[src/rtl/bb_pkg.sv]
// Shared types and constants for the baseball play driver: action codes,
// driver FSM states, the scorer-facing play payload and scoring helpers.
package bb_pkg;

    localparam logic [2:0] ACT_WALK   = 3'd0;
    localparam logic [2:0] ACT_SINGLE = 3'd1;
    localparam logic [2:0] ACT_DOUBLE = 3'd2;
    localparam logic [2:0] ACT_TRIPLE = 3'd3;
    localparam logic [2:0] ACT_HR     = 3'd4;
    localparam logic [2:0] ACT_BUNT   = 3'd5;
    localparam logic [2:0] ACT_GROUND = 3'd6;
    localparam logic [2:0] ACT_FLY    = 3'd7;

    localparam logic [1:0] LAST_INNING = 2'd3;

    typedef enum logic [2:0] {IDLE, FILL, PLAY, WAIT_RES, DONE} state_e;

    typedef struct packed {
        logic [1:0] inning;
        logic       half;
        logic [2:0] action;
    } bb_play_t;

    // Outs charged to the batting team; a grounder with a runner on 1st is a double play.
    function automatic logic [1:0] outs_added(input logic [2:0] act, input logic on_first);
        logic [1:0] n;
        n = 2'd0;
        case (act)
            ACT_BUNT, ACT_FLY: n = 2'd1;
            ACT_GROUND:        n = on_first ? 2'd2 : 2'd1;
            default:           n = 2'd0;
        endcase
        return n;
    endfunction

    // Runs crossing the plate for one action, given outs and bases before it.
    function automatic logic [2:0] runs_scored(input logic [2:0] act, input logic [1:0] outs,
                                               input logic [2:0] b);
        logic [2:0] on_base;
        logic [2:0] r;
        on_base = 3'(b[0]) + 3'(b[1]) + 3'(b[2]);
        r       = 3'd0;
        case (act)
            ACT_WALK:             r = 3'(&b);
            ACT_SINGLE:           r = (outs == 2'd2) ? 3'(b[1]) + 3'(b[2]) : 3'(b[2]);
            ACT_DOUBLE:           r = (outs == 2'd2) ? on_base : 3'(b[1]) + 3'(b[2]);
            ACT_TRIPLE:           r = on_base;
            ACT_HR:               r = on_base + 3'd1;
            ACT_BUNT, ACT_GROUND: r = 3'(b[2]);
            ACT_FLY:              r = (outs < 2'd2) ? 3'(b[2]) : 3'd0;
            default:              r = 3'd0;
        endcase
        return r;
    endfunction

endpackage

[src/rtl/bb_play_driver_if.sv]
// Bundle of the upstream action channel, the scorer channel and the result outputs.
interface bb_play_driver_if;
    logic       start;
    logic       act_valid;
    logic       act_ready;
    logic [2:0] act;
    logic       bb_in_valid;
    logic [1:0] bb_inning;
    logic       bb_half;
    logic [2:0] bb_action;
    logic       bb_out_valid;
    logic [7:0] bb_score_A;
    logic [7:0] bb_score_B;
    logic [1:0] bb_result;
    logic [7:0] final_A;
    logic [7:0] final_B;
    logic [1:0] final_result;
    logic       game_done;
    logic       underrun;

    modport master (
        input  start, act_valid, act, bb_out_valid, bb_score_A, bb_score_B, bb_result,
        output act_ready, bb_in_valid, bb_inning, bb_half, bb_action,
               final_A, final_B, final_result, game_done, underrun
    );

    modport slave (
        output start, act_valid, act, bb_out_valid, bb_score_A, bb_score_B, bb_result,
        input  act_ready, bb_in_valid, bb_inning, bb_half, bb_action,
               final_A, final_B, final_result, game_done, underrun
    );
endinterface

[src/rtl/bb_act_fifo.sv]
// Synchronous DEPTH x 3-bit action FIFO with flush, occupancy count, full and empty.
module bb_act_fifo #(
    parameter int unsigned DEPTH = 8
) (
    input  logic                       clk,
    input  logic                       rst_n,
    input  logic                       flush_i,
    input  logic                       push_i,
    input  logic [2:0]                 wdata_i,
    input  logic                       pop_i,
    output logic [2:0]                 rdata_o,
    output logic [$clog2(DEPTH):0]     count_o,
    output logic                       full_o,
    output logic                       empty_o
);
    localparam int unsigned AW = $clog2(DEPTH);
    localparam int unsigned CW = AW + 1;

    logic [2:0]    mem_q [DEPTH];
    logic [AW-1:0] wr_ptr_q, rd_ptr_q;
    logic [CW-1:0] count_q;
    logic          push_ok, pop_ok;

    // A push into a full FIFO is fine when the head leaves in the same cycle.
    assign pop_ok  = pop_i && !empty_o && !flush_i;
    assign push_ok = push_i && (!full_o || pop_ok) && !flush_i;

    assign full_o  = (count_q == CW'(DEPTH));
    assign empty_o = (count_q == '0);
    assign count_o = count_q;
    assign rdata_o = mem_q[rd_ptr_q];

    always_ff @(posedge clk) begin
        if (push_ok) mem_q[wr_ptr_q] <= wdata_i;
    end

    always_ff @(posedge clk or negedge rst_n) begin
        if (!rst_n) begin
            wr_ptr_q <= '0;
            rd_ptr_q <= '0;
            count_q  <= '0;
        end else if (flush_i) begin
            wr_ptr_q <= '0;
            rd_ptr_q <= '0;
            count_q  <= '0;
        end else begin
            if (push_ok) wr_ptr_q <= wr_ptr_q + AW'(1);
            if (pop_ok)  rd_ptr_q <= rd_ptr_q + AW'(1);
            count_q <= count_q + CW'(push_ok) - CW'(pop_ok);
        end
    end
endmodule

[src/rtl/bb_play_driver.sv]
// Buffers upstream play actions and bursts them to the scorer with inning/half stamps,
// then latches the scorer's finals. Optional BB_SKIP_BOTTOM3_EN ends the game after
// top 3 when team B already leads.
module bb_play_driver
    import bb_pkg::*;
#(
    parameter int unsigned DEPTH     = 8,
    parameter int unsigned START_LVL = 4
) (
    input  logic             clk,
    input  logic             rst_n,
    bb_play_driver_if.master bus
);
    localparam int unsigned CW = $clog2(DEPTH) + 1;

    state_e     state_q, state_d;
    logic [1:0] inning_q, inning_d, outs_q, outs_d;
    logic       half_q, half_d;
    logic [2:0] bases_q, bases_d, bases_nx;
    bb_play_t   play_q, play_d;
    logic       in_valid_q, in_valid_d;
    logic [7:0] final_a_q, final_a_d, final_b_q, final_b_d;
    logic [1:0] final_res_q, final_res_d;
    logic       game_done_q, game_done_d, underrun_q, underrun_d;
`ifdef BB_SKIP_BOTTOM3_EN
    logic [7:0] runs_a_q, runs_a_d, runs_b_q, runs_b_d;
    logic [2:0] runs_nx;
`endif

    logic          flush_c, push_c, pop_c, act_ready_c;
    logic          fifo_full, fifo_empty;
    logic [2:0]    fifo_rdata;
    logic [CW-1:0] fifo_count;
    logic [2:0]    outs_sum;
    logic          half_end, game_end;

    assign act_ready_c = ((state_q == FILL) || (state_q == PLAY)) && !fifo_full;
    assign push_c      = bus.act_valid && act_ready_c;
    assign pop_c       = (state_q == PLAY) && !fifo_empty;

    bb_act_fifo #(.DEPTH(DEPTH)) u_fifo (
        .clk     (clk),
        .rst_n   (rst_n),
        .flush_i (flush_c),
        .push_i  (push_c),
        .wdata_i (bus.act),
        .pop_i   (pop_c),
        .rdata_o (fifo_rdata),
        .count_o (fifo_count),
        .full_o  (fifo_full),
        .empty_o (fifo_empty)
    );

    assign outs_sum = 3'(outs_q) + 3'(outs_added(fifo_rdata, bases_q[0]));
    assign half_end = (outs_sum >= 3'd3);
`ifdef BB_SKIP_BOTTOM3_EN
    assign runs_nx  = runs_scored(fifo_rdata, outs_q, bases_q);
    assign game_end = half_end && (inning_q == LAST_INNING) && (half_q || (runs_b_q > runs_a_q));
`else
    assign game_end = half_end && (inning_q == LAST_INNING) && half_q;
`endif

    // Base occupancy after the action at the FIFO head (b[0]=1st .. b[2]=3rd).
    always_comb begin
        bases_nx = bases_q;
        case (fifo_rdata)
            ACT_WALK:   bases_nx = {bases_q[2] | (&bases_q[1:0]), bases_q[1] | bases_q[0], 1'b1};
            ACT_SINGLE: bases_nx = (outs_q == 2'd2) ? {bases_q[0], 2'b01} : {bases_q[1:0], 1'b1};
            ACT_DOUBLE: bases_nx = (outs_q == 2'd2) ? 3'b010 : {bases_q[0], 2'b10};
            ACT_TRIPLE: bases_nx = 3'b100;
            ACT_HR:     bases_nx = 3'b000;
            ACT_BUNT:   bases_nx = {bases_q[1:0], 1'b0};
            ACT_GROUND: bases_nx = {bases_q[1], 2'b00};
            ACT_FLY:    bases_nx = (outs_q < 2'd2) ? {1'b0, bases_q[1:0]} : bases_q;
            default:    bases_nx = bases_q;
        endcase
    end

    always_comb begin
        state_d     = state_q;
        inning_d    = inning_q;
        half_d      = half_q;
        outs_d      = outs_q;
        bases_d     = bases_q;
        play_d      = play_q;
        in_valid_d  = 1'b0;
        final_a_d   = final_a_q;
        final_b_d   = final_b_q;
        final_res_d = final_res_q;
        game_done_d = 1'b0;
        underrun_d  = underrun_q;
        flush_c     = 1'b0;
`ifdef BB_SKIP_BOTTOM3_EN
        runs_a_d    = runs_a_q;
        runs_b_d    = runs_b_q;
`endif
        case (state_q)
            IDLE: begin
                if (bus.start) begin
                    state_d    = FILL;
                    inning_d   = 2'd1;
                    half_d     = 1'b0;
                    outs_d     = 2'd0;
                    bases_d    = 3'b000;
                    underrun_d = 1'b0;
                    flush_c    = 1'b1;
`ifdef BB_SKIP_BOTTOM3_EN
                    runs_a_d   = 8'd0;
                    runs_b_d   = 8'd0;
`endif
                end
            end
            FILL: begin
                if (fifo_count >= CW'(START_LVL)) state_d = PLAY;
            end
            PLAY: begin
                if (fifo_empty) begin
                    underrun_d = 1'b1;
                    state_d    = WAIT_RES;
                end else begin
                    in_valid_d = 1'b1;
                    play_d     = '{inning: inning_q, half: half_q, action: fifo_rdata};
                    if (half_end) begin
                        // Runs on the inning-ending out never count.
                        outs_d  = 2'd0;
                        bases_d = 3'b000;
                        half_d  = ~half_q;
                        if (half_q) inning_d = inning_q + 2'd1;
                        if (game_end) begin
                            state_d = WAIT_RES;
                            flush_c = 1'b1;
                        end
                    end else begin
                        outs_d  = outs_sum[1:0];
                        bases_d = bases_nx;
`ifdef BB_SKIP_BOTTOM3_EN
                        if (half_q) runs_b_d = runs_b_q + 8'(runs_nx);
                        else        runs_a_d = runs_a_q + 8'(runs_nx);
`endif
                    end
                end
            end
            WAIT_RES: begin
                if (bus.bb_out_valid) begin
                    final_a_d   = bus.bb_score_A;
                    final_b_d   = bus.bb_score_B;
                    final_res_d = bus.bb_result;
                    game_done_d = 1'b1;
                    state_d     = DONE;
                end
            end
            DONE:    state_d = IDLE;
            default: state_d = IDLE;
        endcase
    end

    always_ff @(posedge clk or negedge rst_n) begin
        if (!rst_n) begin
            state_q     <= IDLE;
            inning_q    <= 2'd1;
            half_q      <= 1'b0;
            outs_q      <= 2'd0;
            bases_q     <= 3'b000;
            play_q      <= '0;
            in_valid_q  <= 1'b0;
            final_a_q   <= 8'd0;
            final_b_q   <= 8'd0;
            final_res_q <= 2'd0;
            game_done_q <= 1'b0;
            underrun_q  <= 1'b0;
`ifdef BB_SKIP_BOTTOM3_EN
            runs_a_q    <= 8'd0;
            runs_b_q    <= 8'd0;
`endif
        end else begin
            state_q     <= state_d;
            inning_q    <= inning_d;
            half_q      <= half_d;
            outs_q      <= outs_d;
            bases_q     <= bases_d;
            play_q      <= play_d;
            in_valid_q  <= in_valid_d;
            final_a_q   <= final_a_d;
            final_b_q   <= final_b_d;
            final_res_q <= final_res_d;
            game_done_q <= game_done_d;
            underrun_q  <= underrun_d;
`ifdef BB_SKIP_BOTTOM3_EN
            runs_a_q    <= runs_a_d;
            runs_b_q    <= runs_b_d;
`endif
        end
    end

    assign bus.act_ready    = act_ready_c;
    assign bus.bb_in_valid  = in_valid_q;
    assign bus.bb_inning    = play_q.inning;
    assign bus.bb_half      = play_q.half;
    assign bus.bb_action    = play_q.action;
    assign bus.final_A      = final_a_q;
    assign bus.final_B      = final_b_q;
    assign bus.final_result = final_res_q;
    assign bus.game_done    = game_done_q;
    assign bus.underrun     = underrun_q;
endmodule

[src/flat_wrapper.sv]
// flat-port wrapper written by rule: the top's interface ports become plain ports
module bb_play_driver_flat import bb_pkg::*;
#(
    parameter int unsigned DEPTH     = 8,
    parameter int unsigned START_LVL = 4
)
  (clk, rst_n, bus_start, bus_act_valid, bus_act, bus_bb_out_valid, bus_bb_score_A, bus_bb_score_B, bus_bb_result, bus_act_ready, bus_bb_in_valid, bus_bb_inning, bus_bb_half, bus_bb_action, bus_final_A, bus_final_B, bus_final_result, bus_game_done, bus_underrun);
  bb_play_driver_if bus_i ();
  input  logic clk;
  input  logic rst_n;
  input wire logic [$bits(bus_i.start)-1:0] bus_start;
  input wire logic [$bits(bus_i.act_valid)-1:0] bus_act_valid;
  input wire logic [$bits(bus_i.act)-1:0] bus_act;
  input wire logic [$bits(bus_i.bb_out_valid)-1:0] bus_bb_out_valid;
  input wire logic [$bits(bus_i.bb_score_A)-1:0] bus_bb_score_A;
  input wire logic [$bits(bus_i.bb_score_B)-1:0] bus_bb_score_B;
  input wire logic [$bits(bus_i.bb_result)-1:0] bus_bb_result;
  output wire logic [$bits(bus_i.act_ready)-1:0] bus_act_ready;
  output wire logic [$bits(bus_i.bb_in_valid)-1:0] bus_bb_in_valid;
  output wire logic [$bits(bus_i.bb_inning)-1:0] bus_bb_inning;
  output wire logic [$bits(bus_i.bb_half)-1:0] bus_bb_half;
  output wire logic [$bits(bus_i.bb_action)-1:0] bus_bb_action;
  output wire logic [$bits(bus_i.final_A)-1:0] bus_final_A;
  output wire logic [$bits(bus_i.final_B)-1:0] bus_final_B;
  output wire logic [$bits(bus_i.final_result)-1:0] bus_final_result;
  output wire logic [$bits(bus_i.game_done)-1:0] bus_game_done;
  output wire logic [$bits(bus_i.underrun)-1:0] bus_underrun;
  assign bus_i.start = bus_start;
  assign bus_i.act_valid = bus_act_valid;
  assign bus_i.act = bus_act;
  assign bus_i.bb_out_valid = bus_bb_out_valid;
  assign bus_i.bb_score_A = bus_bb_score_A;
  assign bus_i.bb_score_B = bus_bb_score_B;
  assign bus_i.bb_result = bus_bb_result;
  assign bus_act_ready = bus_i.act_ready;
  assign bus_bb_in_valid = bus_i.bb_in_valid;
  assign bus_bb_inning = bus_i.bb_inning;
  assign bus_bb_half = bus_i.bb_half;
  assign bus_bb_action = bus_i.bb_action;
  assign bus_final_A = bus_i.final_A;
  assign bus_final_B = bus_i.final_B;
  assign bus_final_result = bus_i.final_result;
  assign bus_game_done = bus_i.game_done;
  assign bus_underrun = bus_i.underrun;
  bb_play_driver #(.DEPTH(DEPTH), .START_LVL(START_LVL)) u_core (.clk(clk), .rst_n(rst_n), .bus(bus_i));
endmodule
[config.mk]
export PLATFORM = sky130hd
export DESIGN_NAME = bb_play_driver_flat
export DESIGN_NICKNAME = d
export VERILOG_FILES = /design/src/rtl/bb_pkg.sv /design/src/rtl/bb_play_driver_if.sv /design/src/rtl/bb_act_fifo.sv /design/src/rtl/bb_play_driver.sv /design/src/flat_wrapper.sv
export SDC_FILE = /design/constraint.sdc
export NUM_CORES = 1
export LEC_CHECK = 0
export CAP_MARGIN = 20
export CORE_MARGIN = 2
export CORE_UTILIZATION = 45
export CTS_BUF_LIST = sky130_fd_sc_hd__clkbuf_4 sky130_fd_sc_hd__clkbuf_8
export CTS_CLUSTER_DIAMETER = 50
export DETAILED_ROUTE_END_ITERATION = 7
export GPL_TIMING_DRIVEN = 0
export PLACE_DENSITY = 0.72
export SLEW_MARGIN = 15
export SYNTH_ARGS = -nofsm -noshare
export SYNTH_HDL_FRONTEND = slang
export SYNTH_SLANG_ARGS = --single-unit
[constraint.sdc]
create_clock -name clk -period 4.2 [get_ports clk]
set_input_delay 1.26 -clock clk [delete_from_list [all_inputs] [get_ports clk]]
set_output_delay 1.26 -clock clk [all_outputs]
set_load 0.005 [all_outputs]
==> flow_summary_export.csv, run 1 <==
group,metric,value,unit
status,status,"finished, final reports clean",
floorplanning,die_y,87.9,µm
floorplanning,rows,30,
cts,clock-root-buffer,"clkbuf_8",
timing,hold_viol,0,
route,m1WireLength,2400,µm
pwr,p_comb_share,45.4,%
worst_setup_path,critPathLaunch,"u_core.u_fifo.rd_ptr_q[0]",
worst_setup_path,critPathArrivalTime,4230,ps
timing,slew_violations,0,
worst_setup_path,endpoint,"u_core.u_fifo.count_o[2]",
cts,cts_made_buffers,9,
pwr,seqPwrFrac,35.6,%
worst_setup_path,worst-r2r-setup-slack,210,ps
pwr,p_switching,0.000952,W
synth,synth_fp_nets,276,
pwr,peakVddDrop,458,µV
cts,htree_levels,3,
global_routing,grt_overflow,0,
timing,period_minus_slack,3990,ps
route,wire_per_inst,13.4,µm
placed_design,dp.cells,388,
synth,synth_seq_area_share,59.1,%
timing,fin_ws,214,ps
synth,yosysTopAreaCellShare,35.6,%
timing,worst_slew_pin_slew,556,ps
worst_setup_path,crit_required,4440,ps
min_path,hp-class,"reg -> reg",
pwr,p_per_area,719,nW/µm²
timing,finalSetupViolCount,0,
worst_setup_path,worstReg2RegStart,"u_core.u_fifo.rd_ptr_q[0]",
synth,synth-seq-cells,70,
floorplanning,io_pins,54,
job,maxCapViolations,0,
finish,layout_commonest_cell,"clkdlybuf4s50_1",
global_routing,grt_pass1_wl,9090,µm
synth,netlist_area,3170,µm²
finish,num-fill-cells,546,
worst_setup_path,worstPathMaxFanout,8,
floorplanning,die_area,7720,µm²
synth,synth_top_area_cell,"dfrtp_1",
synth,synth-edff-count,24,
worst_setup_path,worst_setup_path_start_kind,"register",
placed_design,gp_congestion,0.691,
worst_setup_path,reg2reg_to,"u_core.u_fifo.count_o[2]",
cts,clock-sinks,70,
cts,clockBufferDepth,2,
global_routing,antenna_found_initial,0,
global_routing,grt_pass1_vias,1947,
route,routed-wl-met2,2790,µm
finish,nNetsFinal,349,
synth,dominantRegCellSynth,"dfrtp_1",
timing,slew_headroom,62.7,%
synth,ys_warn_count,0,
worst_setup_path,critPathKind,"reg -> reg",
global_routing,grt_util_all_layers,16.0,%
finish,syn_to_final_growth,30.5,%
route,drt_iter0_markers,159,
worst_setup_path,end_kind,"register",
finish,antenna_cells,0,
route,routed_wl,5530,µm
route,ant_nets,0,
timing,fin_crit_sh,94.9,%
pwr,p_leak,1.71,nW
cts,hold_buffers,0,
timing,fin_skew,13.6,ps
route,vias_per_cell,4.91,
timing,fmax,0.251,GHz
pwr,p_total,0.00297,W
placed_design,dp_hpwl,3990,µm
placed_design,port_buffers,53,
finish,drive_gt1_share,24.1,%
pwr,p_int,0.00202,W
route,top_layer,"met4",
finish,final_cell_mix,"clkdlybuf4s50_1 (52), dfrtp_1 (45), edfxtp_1 (24)",
cts,worstSkewPairLatency,350,ps
route,drcViolationCount,0,
placed_design,dp_slack,-336,ps
finish,postLayoutCoreUtil,60.8,%
synth,synth_area_leaders,"dfrtp_1 (36%), edfxtp_1 (23%), mux2_2 (6.4%)",
finish,final_cells,411,
global_routing,grt_max_degree,35,
route,wl_met3,196,µm
floorplanning,coreArea,6790,µm²
cts,clk_pin_slew,70,ps
synth,synthCells,238,
synth,syn_avg_cell_area,13.3,µm²
worst_setup_path,ff2ff_path_depth,17,
floorplanning,initial_core_util,46.6,%
route,via_count,2020,
synth,synth_cell_types,48,
pwr,power_frac_clock,19.0,%
route,firstDrtPassIters,4,
cts,cts_tree,"yes",
floorplanning,fp.dieW,87.9,µm
synth,async_flop_share,65.7,%
pwr,power.share.switching,32.1,%
[timing repair]
action	4_1_cts	5_1_grt
setup endpoints to repair	3	3
setup buffers	2	6
gates resized for setup	3	6
pin swaps	1	4
hold endpoints to repair	0	0
[layout make-up]
cell class                 count  area [µm²]  share of cell area (%)
inverter                      16        60.1                    1.45
clock inverter                 1        30.0                   0.726
clock buffer                  14         180                    4.36
tap                           96         120                    2.91
buffer                         9        60.1                    1.45
timing repair buffer          62         606                    14.6
multi-input combinational    143        1200                    29.1
sequential                    70        1870                    45.3
[worst max-delay path: stages (launching register included)]
cell	delay, ps
dfrtp_1	370
buf_6	160
mux4_2	540
mux2i_4	200
o21a_1	150
nor2_1	40
ha_2	200
fa_1	530
a21o_1	200
nand3_4	120
o21ai_4	190
nor2_1	60
ha_1	280
inv_1	40
ha_2	190
fa_1	400
xnor2_1	140
nor2_1	50
[registers in the layout, summed over array words and instances, names as in the netlist, 3 cells and up]
name                    count
u_core.bus.bb_action        3
u_core.state_q              3
u_core.u_fifo.count_o       4
u_core.u_fifo.rd_ptr_q      3
u_core.bus.final_A          8
u_core.u_fifo.mem_q        24
u_core.bus.final_B          8
u_core.u_fifo.wr_ptr_q      3
[metrics by stage]
stage | instance area (µm²) | hold WS (ps) | setup TNS [ps]
2_1_floorplan | 3170 | 454 | 0
3_3_place_gp | 3820 | 464 | -790
3_5_place_dp | 3830 | 476 | -911
4_1_cts | 4070 | 492 | 0
5_1_grt | 4130 | 513 | -21.4
6_report | 4130 | 482 | 0
[cells in the mapped netlist (all sizes together), types with 3 or more instances]
master,n
nor2,21
nand3,4
nand2b,4
a21o,3
xnor2,3
edfxtp,24
mux4,6
nand2,22
mux2i,5
or3b,3
nor3,3
buf,7
o21ai,10
nand4,3
inv,16
a21oi,9
dfrtp,45
ha,10
mux2,19
[per-layer routing]
metal	track usage [%]	vias to the layer above
met3	4.24	12
li1	-	985
met2	25.6	30
met5	0	-
met4	7.97	0
met1	20.3	993
[power groups by stage]
stage               logic [W]  clock network, W  registers [W]
floorplan            0.000819                 0        0.00106
global placement      0.00127                 0        0.00106
detailed placement    0.00129                 0        0.00107
CTS                   0.00132          0.000575        0.00106
global route          0.00152          0.000607        0.00109
finish                0.00135          0.000564        0.00106
[how the worst min path moves through the flow]
stage	startpoint	to	cells past startpoint
floorplan	u_core.outs_q[0]	u_core.outs_q[0]	2
global placement	u_core.bus.bb_inning[0]	u_core.bus.bb_inning[0]	2
detailed placement	u_core.bus.bb_action[1]	u_core.bus.bb_action[1]	2
CTS	u_core.bus.bb_action[1]	u_core.bus.bb_action[1]	2
global route	u_core.bus.bb_inning[0]	u_core.bus.bb_inning[0]	2
finish	u_core.bus.bb_action[2]	u_core.bus.bb_action[2]	2
[logic make-up (layout without fill, tap and decap cells)]
group | Yosys count | in the layout | synth area share [%]
AND/OR/NAND/NOR | 67 | 67 | 10.9
XOR/XNOR | 5 | 5 | 1.38
flip-flops | 70 | 70 | 59.1
buffers and inverters | 25 | 102 | 3.79
multiplexers | 30 | 30 | 13.3
AO/OA/AOI/OAI | 29 | 29 | 6.20
adder cells (fa/ha/maj) | 12 | 12 | 5.22
Power figures use the tool's default switching activity.
==> run 2: changes to the inputs <==
--- a/config.mk
+++ b/config.mk
@@ -12,8 +12,8 @@
 export CTS_CLUSTER_DIAMETER = 50
 export DETAILED_ROUTE_END_ITERATION = 7
 export GPL_TIMING_DRIVEN = 0
-export PLACE_DENSITY = 0.72
-export SLEW_MARGIN = 15
+export PLACE_DENSITY = 0.7
+export SLEW_MARGIN = 20
 export SYNTH_ARGS = -nofsm -noshare
 export SYNTH_HDL_FRONTEND = slang
 export SYNTH_SLANG_ARGS = --single-unit
==> constraint.sdc (replaced) <==
create_clock -name clk -period 3.9 [get_ports clk]
set_input_delay 1.17 -clock clk [delete_from_list [all_inputs] [get_ports clk]]
set_output_delay 1.17 -clock clk [all_outputs]
set_load 0.005 [all_outputs]
==> run 2 against run 1 <==
  * Total power rose by 11%
  * Clock power fell by 6.4%
  * Non-clock buffer count rose by 5
  * Setup slack got worse by 210 ps
  * Flip-flop and latch count did not move
  * Fmax rose by 2.4%
==> flow_summary_export.csv, run 2 (same netlist as run 1, synthesis figures left out) <==
group,metric,value,unit
timing,slew_violations,0,
timing,worst_slew_pin_slew,587,ps
finish,nNetsFinal,354,
global_routing,grt_pass1_wl,9920,µm
floorplanning,coreArea,6790,µm²
finish,final_cell_mix,"clkdlybuf4s50_1 (52), dfrtp_1 (45), edfxtp_1 (24)",
timing,fin_skew,14.1,ps
cts,clk_pin_slew,70,ps
timing,slew_headroom,60.5,%
timing,hold_viol,0,
route,ant_nets,0,
worst_setup_path,critPathKind,"reg -> reg",
finish,final_area,4220,µm²
route,drt_iter0_markers,101,
cts,clockBufferDepth,2,
cts,cts_made_buffers,9,
pwr,p_per_area,782,nW/µm²
timing,fin_tns_setup,0,ps
placed_design,dp_slack,-452,ps
route,routed_wl,6010,µm
timing,holdWs,477,ps
placed_design,dpl_cell_area,3840,µm²
cts,clock-sinks,70,
placed_design,dp.cells,388,
finish,seq_area,1870,µm²
worst_setup_path,reg2reg_to,"u_core.u_fifo.count_o[1]",
placed_design,gp_congestion,0.753,
global_routing,grt_overflow,0,
finish,layout_commonest_cell,"clkdlybuf4s50_1",
job,maxCapViolations,0,
floorplanning,io_pins,54,
min_path,whs_path_depth,2,
floorplanning,die_y,87.9,µm
finish,multi_input_area,1290,µm²
worst_setup_path,ff2ff_path_depth,17,
min_path,min_to,"u_core.bus.bb_inning[0]",
cts,worstSkewPairLatency,340,ps
cts,clock-root-buffer,"clkbuf_8",
cts,cts_tree,"yes",
finish,final_cells,417,
global_routing,grt_pass1_vias,2075,
floorplanning,rows,30,
min_path,hp-class,"reg -> reg",
finish,drive_gt1_share,29.6,%
status,status,"finished, final reports clean",
route,via_count,2044,
worst_setup_path,worst-r2r-setup-slack,6,ps
route,wire_per_inst,14.4,µm
placed_design,port_buffers,53,
worst_setup_path,critPathArrivalTime,4170,ps
finish,antenna_cells,0,
timing,fin_ws,5.72,ps
worst_setup_path,worstPathMaxFanout,8,
timing,finalSetupViolCount,0,
finish,syn_to_final_growth,33.3,%
finish,largest_register,"u_core.u_fifo.mem_q",
global_routing,grt_util_all_layers,17.2,%
timing,fin_crit_sh,99.9,%
cts,htree_levels,3,
global_routing,antenna_found_initial,0,
timing,grt_setup_unrepaired,"yes",
placed_design,dp_hpwl,4190,µm
floorplanning,initial_core_util,46.6,%
pwr,p_leak,1.73,nW
finish,largest_reg_flops,24,
timing,period_minus_slack,3890,ps
min_path,min_from,"u_core.bus.bb_inning[0]",
cts,hold_buffers,0,
floorplanning,die_area,7720,µm²
worst_setup_path,crit_required,4180,ps
finish,num-fill-cells,537,
worst_setup_path,worst_setup_path_start_kind,"register",
floorplanning,fp.dieW,87.9,µm
timing,fmax,0.257,GHz
worst_setup_path,end_kind,"register",
route,drcViolationCount,0,
global_routing,grt_max_degree,31,
worst_setup_path,worstReg2RegStart,"u_core.u_fifo.rd_ptr_q[0]",
pwr,peakVddDrop,584,µV
route,firstDrtPassIters,4,
route,vias_per_cell,4.90,
[run 2: cell count changes in the layout (fill, tap and decap cells not counted), moves of 3 or more]
cell / before / now
inv_1: 15 / 12
ha_4: 0 / 3
buf_4: 9 / 14
clkinv_2: 0 / 3
nor2_1: 20 / 17
inv_2: 1 / 4
[run 2: final cells by class]
type,count,area share [%]
Buffer,9,1.42
Clock inverter,4,0.534
Tap cell,96,2.85
Clock buffer,12,3.62
Multi-Input combinational cell,143,30.5
Sequential cell,70,44.4
Timing Repair Buffer,67,15.2
Inverter,16,1.42
[run 2: stage by stage]
step,utilization [%],total power [W]
after CTS,61.0,0.00322
after detailed placement,56.5,0.00258
final,62.1,0.00330
after global placement,56.3,0.00253
after floorplan,-,0.00204
after global routing,62.1,0.00357
[run 2: critical path: stages, from the launching register on]
cell,delay [ps]
dfrtp_1,370
buf_6,160
mux4_2,550
mux2i_4,170
o21a_1,140
nor2_2,50
ha_2,190
fa_1,530
a21o_1,170
nand3_4,100
o21ai_4,210
nor2_4,70
ha_4,260
inv_2,40
ha_4,150
fa_2,530
inv_2,40
nor2_2,90
[run 2: how the worst max path moves through the flow]
stage,startpoint,endpoint,slack [ps]
detailed placement,u_core.u_fifo.rd_ptr_q[0],u_core.u_fifo.count_o[2],-450
floorplan,u_core.u_fifo.rd_ptr_q[0],u_core.u_fifo.count_o[2],-20
finish,u_core.u_fifo.rd_ptr_q[0],u_core.u_fifo.count_o[1],6
global placement,u_core.u_fifo.rd_ptr_q[0],u_core.u_fifo.count_o[2],-390
CTS,u_core.u_fifo.rd_ptr_q[0],u_core.u_fifo.count_o[1],1
global route,u_core.u_fifo.rd_ptr_q[0],u_core.u_fifo.count_o[1],-150
[run 2: routing by layer]
layer | track usage [%] | routed length, µm | up-vias
li1 | - | - | 998
met3 | 2.54 | 158 | 9
met5 | 0 | 0 | -
met4 | 8.81 | 102 | 0
met2 | 27.5 | 3050 | 34
met1 | 22.8 | 2700 | 1003
[run 2: power breakdown]
part           switching (W)  internal [W]  total, W
registers           0.000133       0.00101   0.00114
clock network       0.000269      0.000259  0.000528
logic               0.000728      0.000901   0.00163
total                0.00113       0.00217   0.00330
[run 2: timing repair]
action / in CTS / in global routing
setup buffers: 12 / 1
hold endpoints to repair: 0 / 0
pin swaps: 6 / 14
endpoints found under the setup margin: 3 / 3
gates resized for setup: 8 / 14
==> run 3: changes to the inputs <==
--- a/config.mk
+++ b/config.mk
@@ -11,9 +11,12 @@
 export CTS_BUF_LIST = sky130_fd_sc_hd__clkbuf_4 sky130_fd_sc_hd__clkbuf_8
 export CTS_CLUSTER_DIAMETER = 50
 export DETAILED_ROUTE_END_ITERATION = 7
+export GPL_ROUTABILITY_DRIVEN = 0
 export GPL_TIMING_DRIVEN = 0
-export PLACE_DENSITY = 0.7
+export PLACE_DENSITY = 0.69
+export SETUP_SLACK_MARGIN = 0.2
 export SLEW_MARGIN = 20
 export SYNTH_ARGS = -nofsm -noshare
 export SYNTH_HDL_FRONTEND = slang
+export SYNTH_HIERARCHICAL = 1
 export SYNTH_SLANG_ARGS = --single-unit
==> run 3 against run 2 <==
  * Setup slack worse by 490 ps
  * Register-to-register slack worse by 490 ps
  * The run now ends with setup timing left
  * Wire length is 18% higher
  * Via count is 16% higher
  * Clock skew is 9.0 ps lower
  * Sequential share of layout area is 3.7 points lower
  * Sequential power hardly changed
  * Highest routed layer unchanged
  * First-iteration DRC count is 69% higher
  * Global-route usage is 1.6 points higher
  * Flip-flop and latch count stayed put
==> flow_summary_export.csv, run 3 <==
group,metric,value,unit
finish,drive_gt1_share,27.2,%
finish,largest_register,"u_core/u_fifo/mem_q",
job,maxCapViolations,0,
finish,multi_input_area,1490,µm²
route,drcViolationCount,0,
placed_design,port_buffers,53,
timing,slew_violations,0,
synth,dominantRegCellSynth,"dfrtp_1",
cts,cts_tree,"yes",
finish,nNetsFinal,397,
finish,syn_to_final_growth,41.9,%
placed_design,dp.cells,422,
worst_setup_path,crit_path_top_delay_cell,"mux4_2",
min_path,hp-class,"reg -> reg",
pwr,power_frac_clock,19.6,%
worst_setup_path,cpPeakStageDelay,500,ps
worst_setup_path,worst_setup_path_start_kind,"register",
timing,period_minus_slack,4390,ps
route,via_count,2372,
cts,clock-root-buffer,"clkbuf_8",
pwr,p_per_area,754,nW/µm²
route,drt_iter0_markers,171,
cts,cts_made_buffers,9,
pwr,p_switching,0.00115,W
floorplanning,io_pins,54,
synth,async_flop_share,65.7,%
finish,final_cell_mix,"nand2_1 (61), clkdlybuf4s50_1 (52), dfrtp_1 (45)",
synth,synth-xor-area-share,0.540,%
worst_setup_path,crit_required,4130,ps
cts,hold_buffers,0,
min_path,whs_path_depth,2,
pwr,peakVddDrop,572,µV
synth,synth_fp_nets,310,
route,routed_wl,7080,µm
synth,synthCells,272,
synth,synth_seq_area_share,57.7,%
synth,synth-seq-cells,70,
synth,synth_common_cells,"nand2_1 (61), dfrtp_1 (45), edfxtp_1 (24), nor2_1 (20), inv_1 (11)",
global_routing,grt_pass1_wl,11000,µm
placed_design,dp_hpwl,4560,µm
floorplanning,coreArea,6870,µm²
finish,layout_commonest_cell,"nand2_1",
pwr,p_comb_share,48.4,%
pwr,seqPwrFrac,31.9,%
timing,worst_slew_pin_slew,678,ps
synth,netlist_area,3250,µm²
timing,grt_setup_unrepaired,"yes",
finish,antenna_cells,0,
synth,synth_top_family_by_area,"simple AND/OR/NAND/NOR gates",
pwr,power.share.switching,33.2,%
synth,synth-edff-count,24,
synth,synth_most_common_cell,"nand2_1",
route,firstDrtPassIters,5,
worst_setup_path,end_kind,"register",
synth,synth_simple_gate_area_share,17.4,%
synth,synth_cell_types,50,
global_routing,grt_overflow,0,
floorplanning,initial_core_util,47.2,%
worst_setup_path,critPathKind,"reg -> reg",
floorplanning,die_y,88.9,µm
finish,final_cells,460,
synth,syn_avg_cell_area,11.9,µm²
synth,synth-compound-area-share,6.09,%
finish,num-fill-cells,504,
timing,fin_crit_sh,112,%
synth,synthAdderAreaFrac,5.09,%
status,violations,"setup timing",
timing,slew_headroom,54.8,%
timing,fin_ws,-487,ps
cts,htree_levels,3,
timing,fin_skew,5.06,ps
pwr,p_leak,1.95,nW
route,ant_nets,0,
floorplanning,fp.dieW,88.9,µm
route,vias_per_cell,5.16,
synth,synthMuxAreaShare,10.0,%
global_routing,grt_pass1_vias,2269,
finish,seq_area,1870,µm²
floorplanning,die_area,7910,µm²
floorplanning,rows,30,
timing,finalSetupViolCount,31,
cts,clk_pin_slew,70,ps
finish,largest_reg_flops,24,
synth,yosysTopAreaCellShare,34.7,%
worst_setup_path,crit_chain,"buf_6, mux4_2, mux2_4, nor2b_1, o21a_1, ha_2, inv_2, fa_1, nand2b_4, a21boi_4, a31oi_4, nor3_4, buf_12, clkbuf_8, nor3_4, ha_4, inv_2, ha_4, a21o_1, a21oi_2, mux2_4",
synth,ys_warn_count,6,
global_routing,grt_max_degree,29,
pwr,p_total,0.00347,W
route,wire_per_inst,15.4,µm
synth,synth_top_area_cell,"dfrtp_1",
status,status,"finished with violations",
timing,hold_viol,0,
worst_setup_path,ff2ff_path_depth,21,
global_routing,antenna_found_initial,0,
worst_setup_path,critPathArrivalTime,4610,ps
worst_setup_path,worstPathMaxFanout,7,
timing,fmax,0.228,GHz
cts,clock-sinks,70,
cts,clockBufferDepth,2,
global_routing,grt_util_all_layers,18.8,%
cts,worstSkewPairLatency,340,ps
pwr,p_int,0.00232,W
synth,synth_area_leaders,"dfrtp_1 (35%), edfxtp_1 (22%), nand2_1 (7.1%)",
## run 3: worst max-delay path: cells and delay by family (launching register included)
| family | cells | cell delay (ps) |
|---|---|---|
| muxes | 3 | 1090 |
| adders and majority gates | 4 | 990 |
| AOI/OAI and AO/OA | 5 | 760 |
| and+or+nand+nor | 4 | 550 |
| buffers and inverters | 5 | 520 |
| DFF | 1 | 380 |
## run 3: logic make-up after synthesis
kind of cell / after synthesis
AOI/OAI and AO/OA: 29
xor gates and xnor gates: 2
adders and majority gates: 12
buffers and inverters: 21
DFF: 70
muxes: 20
and+or+nand+nor: 118
## run 3: path summary, 6_finish.rpt
kind	startpoint	to	slack, ps
max	u_core/u_fifo/rd_ptr_q[0]	u_core/u_fifo/count_o[3]	-490
min	u_core/bus.final_B[4]	u_core/bus.final_B[4]	480
max reg2reg	u_core/u_fifo/rd_ptr_q[0]	u_core/u_fifo/count_o[3]	-490
min reg2reg	u_core/bus.final_B[4]	u_core/bus.final_B[4]	480
max in group asynchronous	rst_n	u_core/u_fifo/wr_ptr_q[1]	2500
min in group asynchronous	rst_n	u_core/bus.final_B[1]	860
## run 3: what timing repair did
| action | CTS | global route |
|---|---|---|
| endpoints found under the setup margin | 34 | 32 |
| hold endpoints to repair | 0 | 0 |
| pin swaps | 15 | 13 |
| buffers inserted | 13 | 9 |
| resized for setup | 35 | 8 |
## run 3: final cells by class
class	instances	area share, %
Timing Repair Buffer	76	16.7
Sequential cell	70	40.7
Clock inverter	3	1.41
Tap cell	96	2.61
Clock buffer	13	3.75
Buffer	8	1.39
Inverter	13	1.11
Multi-Input combinational cell	181	32.4
## run 3: through the flow
stage | utilization (%) | TNS, ps | setup slack (ps) | area [µm²] | hold WS (ps)
finish | 67.1 | -5530 | -487 | 4610 | 476
global route | 67.1 | -11110 | -701 | 4610 | 491
CTS | 65.6 | -2780 | -482 | 4510 | 481
detailed placement | 57.8 | -12030 | -1090 | 3970 | 462
global placement | 57.5 | -11560 | -1060 | 3950 | 458
floorplan | - | -1700 | -564 | 3300 | 449
## run 3: power by group through the flow
| stage | Sequential [W] | Combinational [W] | Clock [W] |
|---|---|---|---|
| 6_report | 0.00111 | 0.00168 | 0.000682 |
| 4_1_cts | 0.00111 | 0.00157 | 0.000691 |
| 3_3_place_gp | 0.00111 | 0.00129 | 0 |
| 3_5_place_dp | 0.00111 | 0.00132 | 0 |
| 2_1_floorplan | 0.00110 | 0.000841 | 0 |
| 5_1_grt | 0.00113 | 0.00184 | 0.000728 |
## run 3: layer usage
layer	up-vias	global-route usage [%]	wire length (µm)
met4	0	7.85	116
li1	1117	-	-
met5	-	0	0
met1	1183	26.6	3120
met3	9	3.05	287
met2	63	29.0	3550
